## config.mk

```make
export PLATFORM = sky130hd
export DESIGN_NAME = single_port_ram_arbiter_flat
export DESIGN_NICKNAME = d
export VERILOG_FILES = /design/src/rtl/single_port_ram_arbiter_if.sv /design/src/rtl/single_port_ram_arbiter.sv /design/src/flat_wrapper.sv
export SDC_FILE = /design/constraint.sdc
export NUM_CORES = 1
export LEC_CHECK = 0
export CAP_MARGIN = 10
export CORE_ASPECT_RATIO = 1.25
export CORE_UTILIZATION = 63
export DETAILED_ROUTE_END_ITERATION = 10
export GPL_ROUTABILITY_DRIVEN = 0
export HOLD_SLACK_MARGIN = 0.02
export PLACE_DENSITY = 0.88
export SYNTH_ARGS = -nofsm -noshare
export SYNTH_HDL_FRONTEND = slang
export SYNTH_SLANG_ARGS = --single-unit
```

## constraint.sdc

```tcl
create_clock -name clock -period 7.24 [get_ports clock]
set_clock_uncertainty 0.15 [all_clocks]
set_input_delay 1.086 -clock clock [delete_from_list [all_inputs] [get_ports clock]]
set_output_delay 1.086 -clock clock [all_outputs]
set_load 0.02 [all_outputs]
```

## src/rtl/single_port_ram_arbiter_if.sv

```systemverilog
// single_port_ram_arbiter_if: one requester's request/response channel to the shared RAM
interface single_port_ram_arbiter_if #(
   parameter int WIDTH         = 8,
   parameter int ADDRESS_WIDTH = 4
);
   logic                     request_valid;
   logic                     request_ready;
   logic                     request_write;
   logic [ADDRESS_WIDTH-1:0] request_address;
   logic [WIDTH-1:0]         request_write_data;
   logic                     response_valid;
   logic [WIDTH-1:0]         response_read_data;

   modport master (
      output request_valid, request_write, request_address, request_write_data,
      input  request_ready, response_valid, response_read_data
   );

   modport slave (
      input  request_valid, request_write, request_address, request_write_data,
      output request_ready, response_valid, response_read_data
   );
endinterface

```

## src/rtl/single_port_ram_arbiter.sv

```systemverilog
// single_port_ram_arbiter: round-robin sharing of one single-port RAM between two requesters
module single_port_ram_arbiter #(
   parameter int WIDTH         = 8,
   parameter int DEPTH         = 16,
   parameter int ADDRESS_WIDTH = $clog2(DEPTH)
) (
   input logic                        clock,
   input logic                        resetn,
   single_port_ram_arbiter_if.slave   port0,
   single_port_ram_arbiter_if.slave   port1
);
   logic                     last_grant;
   logic                     response_pending;
   logic                     response_port;
   logic                     grant0;
   logic                     grant1;
   logic                     access_enable;
   logic                     ram_write;
   logic [ADDRESS_WIDTH-1:0] ram_address;
   logic [WIDTH-1:0]         ram_write_data;
   logic [WIDTH-1:0]         read_data;

   // port 1 wins when alone or when port 0 took the most recent transfer
   always_comb begin
      grant1         = port1.request_valid & (~port0.request_valid | ~last_grant);
      grant0         = port0.request_valid & ~grant1;
      access_enable  = grant0 | grant1;
      ram_write      = grant1 ? port1.request_write      : port0.request_write;
      ram_address    = grant1 ? port1.request_address    : port0.request_address;
      ram_write_data = grant1 ? port1.request_write_data : port0.request_write_data;
   end

   assign port0.request_ready      = grant0;
   assign port1.request_ready      = grant1;
   assign port0.response_valid     = response_pending & ~response_port;
   assign port1.response_valid     = response_pending & response_port;
   assign port0.response_read_data = read_data;
   assign port1.response_read_data = read_data;

   // priority moves only on a transfer; a read marks its port for the next-cycle response
   always_ff @(posedge clock or negedge resetn) begin
      if (!resetn) begin
         last_grant       <= 1'b1;
         response_pending <= 1'b0;
         response_port    <= 1'b0;
      end else begin
         if (access_enable) last_grant <= grant1;
         response_pending <= access_enable & ~ram_write;
         response_port    <= grant1;
      end
   end

   single_port_ram #(
      .WIDTH         (WIDTH),
      .DEPTH         (DEPTH),
      .ADDRESS_WIDTH (ADDRESS_WIDTH)
   ) ram (
      .clock         (clock),
      .access_enable (access_enable),
      .write         (ram_write),
      .address       (ram_address),
      .write_data    (ram_write_data),
      .read_data     (read_data)
   );
endmodule

// single_port_ram: one access per cycle, registered read data held between reads
module single_port_ram #(
   parameter int WIDTH         = 8,
   parameter int DEPTH         = 16,
   parameter int ADDRESS_WIDTH = $clog2(DEPTH)
) (
   input  logic                     clock,
   input  logic                     access_enable,
   input  logic                     write,
   input  logic [ADDRESS_WIDTH-1:0] address,
   input  logic [WIDTH-1:0]         write_data,
   output logic [WIDTH-1:0]         read_data
);
   logic [WIDTH-1:0] memory [DEPTH];

   // write updates the array; read loads the output register, which otherwise holds
   always_ff @(posedge clock) begin
      if (access_enable) begin
         if (write) memory[address] <= write_data;
         else read_data <= memory[address];
      end
   end
endmodule
```

## src/flat_wrapper.sv

```systemverilog
// flat-port wrapper written by rule: the top's interface ports become plain ports
module single_port_ram_arbiter_flat 
#(
   parameter int WIDTH         = 8,
   parameter int DEPTH         = 16,
   parameter int ADDRESS_WIDTH = $clog2(DEPTH)
)
  (clock, resetn, port0_request_valid, port0_request_write, port0_request_address, port0_request_write_data, port0_request_ready, port0_response_valid, port0_response_read_data, port1_request_valid, port1_request_write, port1_request_address, port1_request_write_data, port1_request_ready, port1_response_valid, port1_response_read_data);
  single_port_ram_arbiter_if #(.WIDTH(WIDTH), .ADDRESS_WIDTH(ADDRESS_WIDTH)) port0_i ();
  single_port_ram_arbiter_if #(.WIDTH(WIDTH), .ADDRESS_WIDTH(ADDRESS_WIDTH)) port1_i ();
  input logic clock;
  input logic resetn;
  input wire logic [$bits(port0_i.request_valid)-1:0] port0_request_valid;
  input wire logic [$bits(port0_i.request_write)-1:0] port0_request_write;
  input wire logic [$bits(port0_i.request_address)-1:0] port0_request_address;
  input wire logic [$bits(port0_i.request_write_data)-1:0] port0_request_write_data;
  output wire logic [$bits(port0_i.request_ready)-1:0] port0_request_ready;
  output wire logic [$bits(port0_i.response_valid)-1:0] port0_response_valid;
  output wire logic [$bits(port0_i.response_read_data)-1:0] port0_response_read_data;
  input wire logic [$bits(port1_i.request_valid)-1:0] port1_request_valid;
  input wire logic [$bits(port1_i.request_write)-1:0] port1_request_write;
  input wire logic [$bits(port1_i.request_address)-1:0] port1_request_address;
  input wire logic [$bits(port1_i.request_write_data)-1:0] port1_request_write_data;
  output wire logic [$bits(port1_i.request_ready)-1:0] port1_request_ready;
  output wire logic [$bits(port1_i.response_valid)-1:0] port1_response_valid;
  output wire logic [$bits(port1_i.response_read_data)-1:0] port1_response_read_data;
  assign port0_i.request_valid = port0_request_valid;
  assign port0_i.request_write = port0_request_write;
  assign port0_i.request_address = port0_request_address;
  assign port0_i.request_write_data = port0_request_write_data;
  assign port0_request_ready = port0_i.request_ready;
  assign port0_response_valid = port0_i.response_valid;
  assign port0_response_read_data = port0_i.response_read_data;
  assign port1_i.request_valid = port1_request_valid;
  assign port1_i.request_write = port1_request_write;
  assign port1_i.request_address = port1_request_address;
  assign port1_i.request_write_data = port1_request_write_data;
  assign port1_request_ready = port1_i.request_ready;
  assign port1_response_valid = port1_i.response_valid;
  assign port1_response_read_data = port1_i.response_read_data;
  single_port_ram_arbiter #(.WIDTH(WIDTH), .DEPTH(DEPTH), .ADDRESS_WIDTH(ADDRESS_WIDTH)) u_core (.clock(clock), .resetn(resetn), .port0(port0_i), .port1(port1_i));
endmodule
```

==> impl_metrics.json, run 1 <==
{
  "drc_errors": 0,
  "htreeDepth": 4,
  "drtIter0Drc": 583,
  "wl_um": 15700,
  "ys_top_cells_by_area": "edfxtp_1 (63%), mux4_2 (17%), mux2_2 (4.3%)",
  "cts_tree": "yes",
  "cp_num_buf_inv": 2,
  "core_mm2": 0.0101,
  "outcome": "finished, final reports clean",
  "clock_sinks": 139,
  "pwr-share-comb": 0.111,
  "crit_slowest_cell": "mux2i_1",
  "first_pass_iters": 6,
  "ant_nets": 0,
  "relSlewSlack": 0.329,
  "cts.clk_slew.worst_paths_ns": 0.06,
  "vdd_ir_drop_max_uv": 184,
  "rsz0062_at_grt": "false",
  "die_h_um": 115,
  "seq_power_share": 0.462,
  "hold_viol": 0,
  "clk_path_buf_depth": 2,
  "boundaryPins": 50,
  "cellPowerDensity_mw_per_mm2": 266,
  "clock.fmax_mhz": 241,
  "tightest_slew_ns": 0.979,
  "ctsResizeCount": 0,
  "p_sw_frac": 0.228,
  "rows": 41,
  "end_kind": "flip-flop",
  "grt_usage": 0.318,
  "yosysWarnings": 0,
  "setup_tns_ns": 0,
  "cellLeakagePower_nw": 2.43,
  "antenna_found_initial": 0,
  "max_stage_delay_ns": 0.87,
  "setup_viol": 0,
  "root_buffer": "clkbuf_16",
  "area_delta_synth_final_pct": 16.5,
  "finalMaxSlewViolations": 0,
  "insertion_delay_ns": 0.42,
  "layout-drive-gt1-share": 0.271,
  "cp_top_family": "simple AND/OR/NAND/NOR gates",
  "avgViaCountPerCell": 7.16,
  "yosys.area.top_type_share": 0.631,
  "cap_violations": 0,
  "synth.distinct_cells": 30,
  "portBuffers": 49,
  "placed_cells": 506,
  "fin_crit_sh": 0.573,
  "grt-ovfl-total": 0,
  "crit_chain": "clkdlybuf4s50_1 -> a21boi_4 -> buf_4 -> mux2i_1 -> nand2_1 -> nor2_1",
  "ys_seq_elements": 139,
  "cts_buffers": 17,
  "net-switching-power_mw": 0.457,
  "syn_inst": 355,
  "ys_seq_area_frac": 0.642,
  "crit_arrival_ns": 4.05,
  "start_util": 0.644,
  "syn_area_per_cell_um2": 18.2,
  "synth_area_mm2": 0.00648,
  "worst-path-max-fanout": 30,
  "startpoint_type": "input port",
  "layout_common_cells": "edfxtp_1 (136), mux4_2 (48), clkdlybuf4s50_1 (47), mux2_2 (25), mux2i_1 (20)",
  "design.die.area_mm2": 0.0107,
  "finalNetCount": 426,
  "cts_setup_buffers": 0,
  "grt_pass1_wl_um": 23700,
  "p_clk_frac": 0.426,
  "final_common_cell": "edfxtp_1",
  "post-route-min-period_ns": 4.15,
  "layoutNonFillerInstCount": 538,
  "die_x_um": 92.7,
  "grt_pass1_vias": 4004,
  "dp_hpwl_um": 9650,
  "syn_nets": 385,
  "critPathKind": "in -> reg",
  "synth_top_area_cell": "edfxtp_1",
  "vias": 3854,
  "hold_class": "reg -> reg",
  "diodes": 0,
  "critPathRequiredTime_ns": 7.14,
  "cts-hold-fix-buffers": 0,
  "grt_start_max_net_pins": 34,
  "avgRoutedWirePerCell_um": 29.2,
  "internal_power_mw": 1.55
}
[tightest hold or removal path, cell delays in order, from the launching register on]
cell	delay (ns)
dfstp_2	0.39
inv_1	0.05
o21ai_0	0.07
[per-stage QoR]
| step | utilization | setup WS, ns | total power, mW | hold WS [ns] | instance area (um2) |
|---|---|---|---|---|---|
| after floorplan | - | 3.86 | 1.08 | 0.311 | 6480 |
| after global routing | 0.750 | 2.99 | 2.05 | 0.384 | 7550 |
| after detailed placement | 0.693 | 2.81 | 1.16 | 0.364 | 6960 |
| after CTS | 0.750 | 3.13 | 2.01 | 0.373 | 7550 |
| final | 0.750 | 3.09 | 2.01 | 0.369 | 7550 |
| after global placement | 0.693 | 2.98 | 1.15 | 0.351 | 6960 |
[power groups by stage]
stage / Combinational [mW] / Sequential, mW / Clock (mW)
global placement: 0.211 / 0.941 / 0
detailed placement: 0.217 / 0.943 / 0
finish: 0.223 / 0.927 / 0.855
floorplan: 0.139 / 0.945 / 0
CTS: 0.221 / 0.927 / 0.860
global route: 0.233 / 0.929 / 0.887
[flip-flops by register name (all words and copies together) (netlist names)]
signal and cells:
u_core.ram.memory 128, u_core.response_pending 1, u_core.response_port 1, u_core.last_grant 1, u_core.ram.read_data 8
[path summary, 6_finish.rpt]
path | start | to | slack [ns] | cells after the start
max | port0_request_valid | u_core.ram.memory[7][6] | 3.09 | 6
min | u_core.last_grant | u_core.last_grant | 0.37 | 2
max reg2reg | u_core.last_grant | u_core.ram.memory[7][6] | 3.91 | 5
min reg2reg | u_core.last_grant | u_core.last_grant | 0.37 | 2
max in group asynchronous | resetn | u_core.last_grant | 6.02 | 1
min in group asynchronous | resetn | u_core.response_port | 0.70 | 1
[logic make-up (layout without fill, tap and decap cells)]
family,after synthesis,after routing,share of synthesized area
multiplexers,94,94,0.245
AND/OR/NAND/NOR,46,46,0.0342
flip-flops,139,139,0.642
buffers and inverters,33,87,0.0315
AO/OA/AOI/OAI,43,43,0.0471
[per-layer routing]
layer | routed length [um] | up-vias | global-route usage
met1 | 5150 | 1900 | 0.399
met3 | 1880 | 57 | 0.0767
li1 | - | 1558 | -
met5 | 0 | - | 0
met4 | 660 | 0 | 0.176
met2 | 7990 | 339 | 0.518
[cells in the mapped netlist]
cell,n
o221ai_1,8
nor2_1,18
mux2i_1,20
inv_1,1
buf_6,3
or2_1,6
clkbuf_2,1
edfxtp_1,136
nor2b_1,4
or2_2,2
mux4_2,48
buf_2,9
a21boi_2,1
o21ai_0,1
dfrtp_1,2
a32oi_1,1
nand2_1,9
clkbuf_1,6
mux2i_4,1
or3_1,2
a2111oi_0,8
or2b_1,1
o22ai_1,16
buf_1,1
buf_4,12
mux2_2,25
a21oi_1,8
and2_1,1
dfstp_2,1
nand2b_1,3
[final cells by class]
| cell class | count | area, um2 |
|---|---|---|
| Inverter | 1 | 3.75 |
| Multi-Input combinational cell | 183 | 2120 |
| Clock inverter | 13 | 150 |
| Fill cell | 538 | 2510 |
| Timing Repair Buffer | 54 | 518 |
| Clock buffer | 19 | 433 |
| Sequential cell | 139 | 4160 |
| Tap cell | 129 | 161 |
No activity file was read; power rests on OpenSTA's default activity.
==> inputs of run 2 (changes only) <==
--- a/config.mk
+++ b/config.mk
@@ -7,11 +7,11 @@
 export LEC_CHECK = 0
 export CAP_MARGIN = 10
 export CORE_ASPECT_RATIO = 1.25
-export CORE_UTILIZATION = 63
+export CORE_UTILIZATION = 58
 export DETAILED_ROUTE_END_ITERATION = 10
 export GPL_ROUTABILITY_DRIVEN = 0
 export HOLD_SLACK_MARGIN = 0.02
-export PLACE_DENSITY = 0.88
+export PLACE_DENSITY = 0.82
 export SYNTH_ARGS = -nofsm -noshare
 export SYNTH_HDL_FRONTEND = slang
 export SYNTH_SLANG_ARGS = --single-unit
==> constraint.sdc (replaced) <==
create_clock -name clock -period 3.86 [get_ports clock]
set_clock_uncertainty 0.15 [all_clocks]
set_input_delay 0.579 -clock clock [delete_from_list [all_inputs] [get_ports clock]]
set_output_delay 0.579 -clock clock [all_outputs]
set_load 0.02 [all_outputs]
==> impl_metrics.json, run 2 (synthesized netlist as in run 1, its figures left out) <==
{
  "outcome": "finished, final reports clean",
  "post-route-min-period_ns": 3.24,
  "avgRoutedWirePerCell_um": 26.8,
  "drtIter0Drc": 440,
  "layout-drive-gt1-share": 0.311,
  "worst-path-max-fanout": 21,
  "vias": 3846,
  "setup_tns_ns": 0,
  "ant_nets": 0,
  "cts.clk_slew.worst_paths_ns": 0.05,
  "design.die.area_mm2": 0.0116,
  "place_ws_ns": 0.333,
  "cts_tree": "yes",
  "placed_cells": 528,
  "setup_viol": 0,
  "regMostFlops": "u_core.ram.memory",
  "rows": 42,
  "htreeDepth": 4,
  "avgViaCountPerCell": 6.88,
  "cts-hold-fix-buffers": 0,
  "finalMaxSlewViolations": 0,
  "cap_violations": 0,
  "wl_um": 15000,
  "area_delta_synth_final_pct": 18.2,
  "reg2reg_to": "u_core.ram.memory[3][3]",
  "end_kind": "output pin",
  "reg_top3": "u_core.ram.memory: 128 flops, u_core.ram.read_data: 8 flops",
  "core_mm2": 0.0107,
  "root_buffer": "clkbuf_16",
  "layout_common_cells": "edfxtp_1 (136), mux4_2 (48), clkdlybuf4s50_1 (47), mux2_2 (25), buf_4 (23)",
  "largest_reg_flops": 128,
  "boundaryPins": 50,
  "layoutNonFillerInstCount": 559,
  "grt_pass1_vias": 3911,
  "cellLeakagePower_nw": 2.52,
  "regArea_mm2": 0.00416,
  "diodes": 0,
  "fin_area_mm2": 0.00765,
  "drc_errors": 0,
  "hold_class": "in -> async",
  "cts_buffers": 17,
  "crit_arrival_ns": 2.51,
  "ctsResizeCount": 0,
  "worstReg2RegStart": "u_core.last_grant",
  "relSlewSlack": 0.448,
  "fin_ws_ns": 0.624,
  "dp_hpwl_um": 9400,
  "clock_sinks": 139,
  "rrSetupSlack_ns": 1.06,
  "critPathKind": "in -> out",
  "finalNetCount": 445,
  "cellPowerDensity_mw_per_mm2": 473,
  "grt-busiest-layer": "met2",
  "grt_util_met1": 0.373,
  "tightest_slew_ns": 0.827,
  "n_fill_cell": 642,
  "final_common_cell": "edfxtp_1",
  "insertion_delay_ns": 0.42,
  "start_util": 0.604,
  "clk_path_buf_depth": 2,
  "vdd_ir_drop_max_uv": 304,
  "multi_input_area_mm2": 0.00212,
  "critPathRequiredTime_ns": 3.13,
  "grt_pass1_wl_um": 22600,
  "grt_usage": 0.283,
  "hold_viol": 0,
  "portBuffers": 49,
  "grt-ovfl-total": 0,
  "fin_crit_sh": 0.838,
  "startpoint_type": "input port",
  "clock.fmax_mhz": 309,
  "r2r_cells": 5,
  "first_pass_iters": 5,
  "rsz0062_at_grt": "false",
  "total_power_mw": 3.62,
  "dpl-instance-area_mm2": 0.00712,
  "cts_setup_buffers": 0,
  "grt_start_max_net_pins": 24,
  "die_h_um": 120,
  "die_x_um": 96.5,
  "gr-usage-met2": 0.437,
  "antenna_found_initial": 0,
  "grtUsageMet3": 0.0824
}
## run 2: cell count changes in the layout (fill, tap and decap cells not counted), moves of 2 or more
cell	change
bufinv_16	-2
clkinv_2	+5
clkinv_1	-2
buf_4	+18
clkbuf_1	-2
## run 2: worst max path at each step
stage | start | to | slack [ns] | depth (start not counted)
after floorplan | port1_request_valid | u_core.ram.read_data[0] | 1.28 | 5
after global placement | port0_request_valid | u_core.ram.read_data[0] | 0.45 | 6
after detailed placement | port0_request_valid | u_core.ram.memory[3][1] | 0.33 | 6
after CTS | port0_request_valid | port1_request_ready | 0.62 | 4
after global routing | port0_request_valid | port1_request_ready | 0.53 | 4
final | port0_request_valid | port1_request_ready | 0.62 | 4
## run 2: where the power goes
part	total [mW]	switching [mW]	internal, mW
logic	0.427	0.239	0.187
registers	1.74	0.0159	1.72
clock network	1.46	0.593	0.868
## run 2: cell type report
type                    instances  area share
clock inverters                14      0.0141
well taps                     132      0.0216
multi-input cells             183       0.277
inverters                       1    0.000490
repair buffers                 73      0.0879
flip-flops and latches        139       0.543
clock buffers                  17      0.0556
## run 2: stage by stage
step / utilization / hold slack (ns)
3_3_place_gp: 0.664 / 0.344
3_5_place_dp: 0.664 / 0.347
4_1_cts: 0.714 / 0.188
2_1_floorplan: - / 0.133
5_1_grt: 0.714 / 0.185
6_report: 0.714 / 0.197
## run 2: routing by layer
layer | vias to the layer above | part of all wire
li1 | 1594 | -
met1 | 1956 | 0.37
met2 | 247 | 0.50
met3 | 49 | 0.092
met4 | 0 | 0.038
met5 | - | 0
## run 2: worst max-delay path: stages
cell	delay, ns
clkdlybuf4s50_1	0.51
a21boi_4	0.38
buf_4	0.37
clkdlybuf4s50_1	0.66
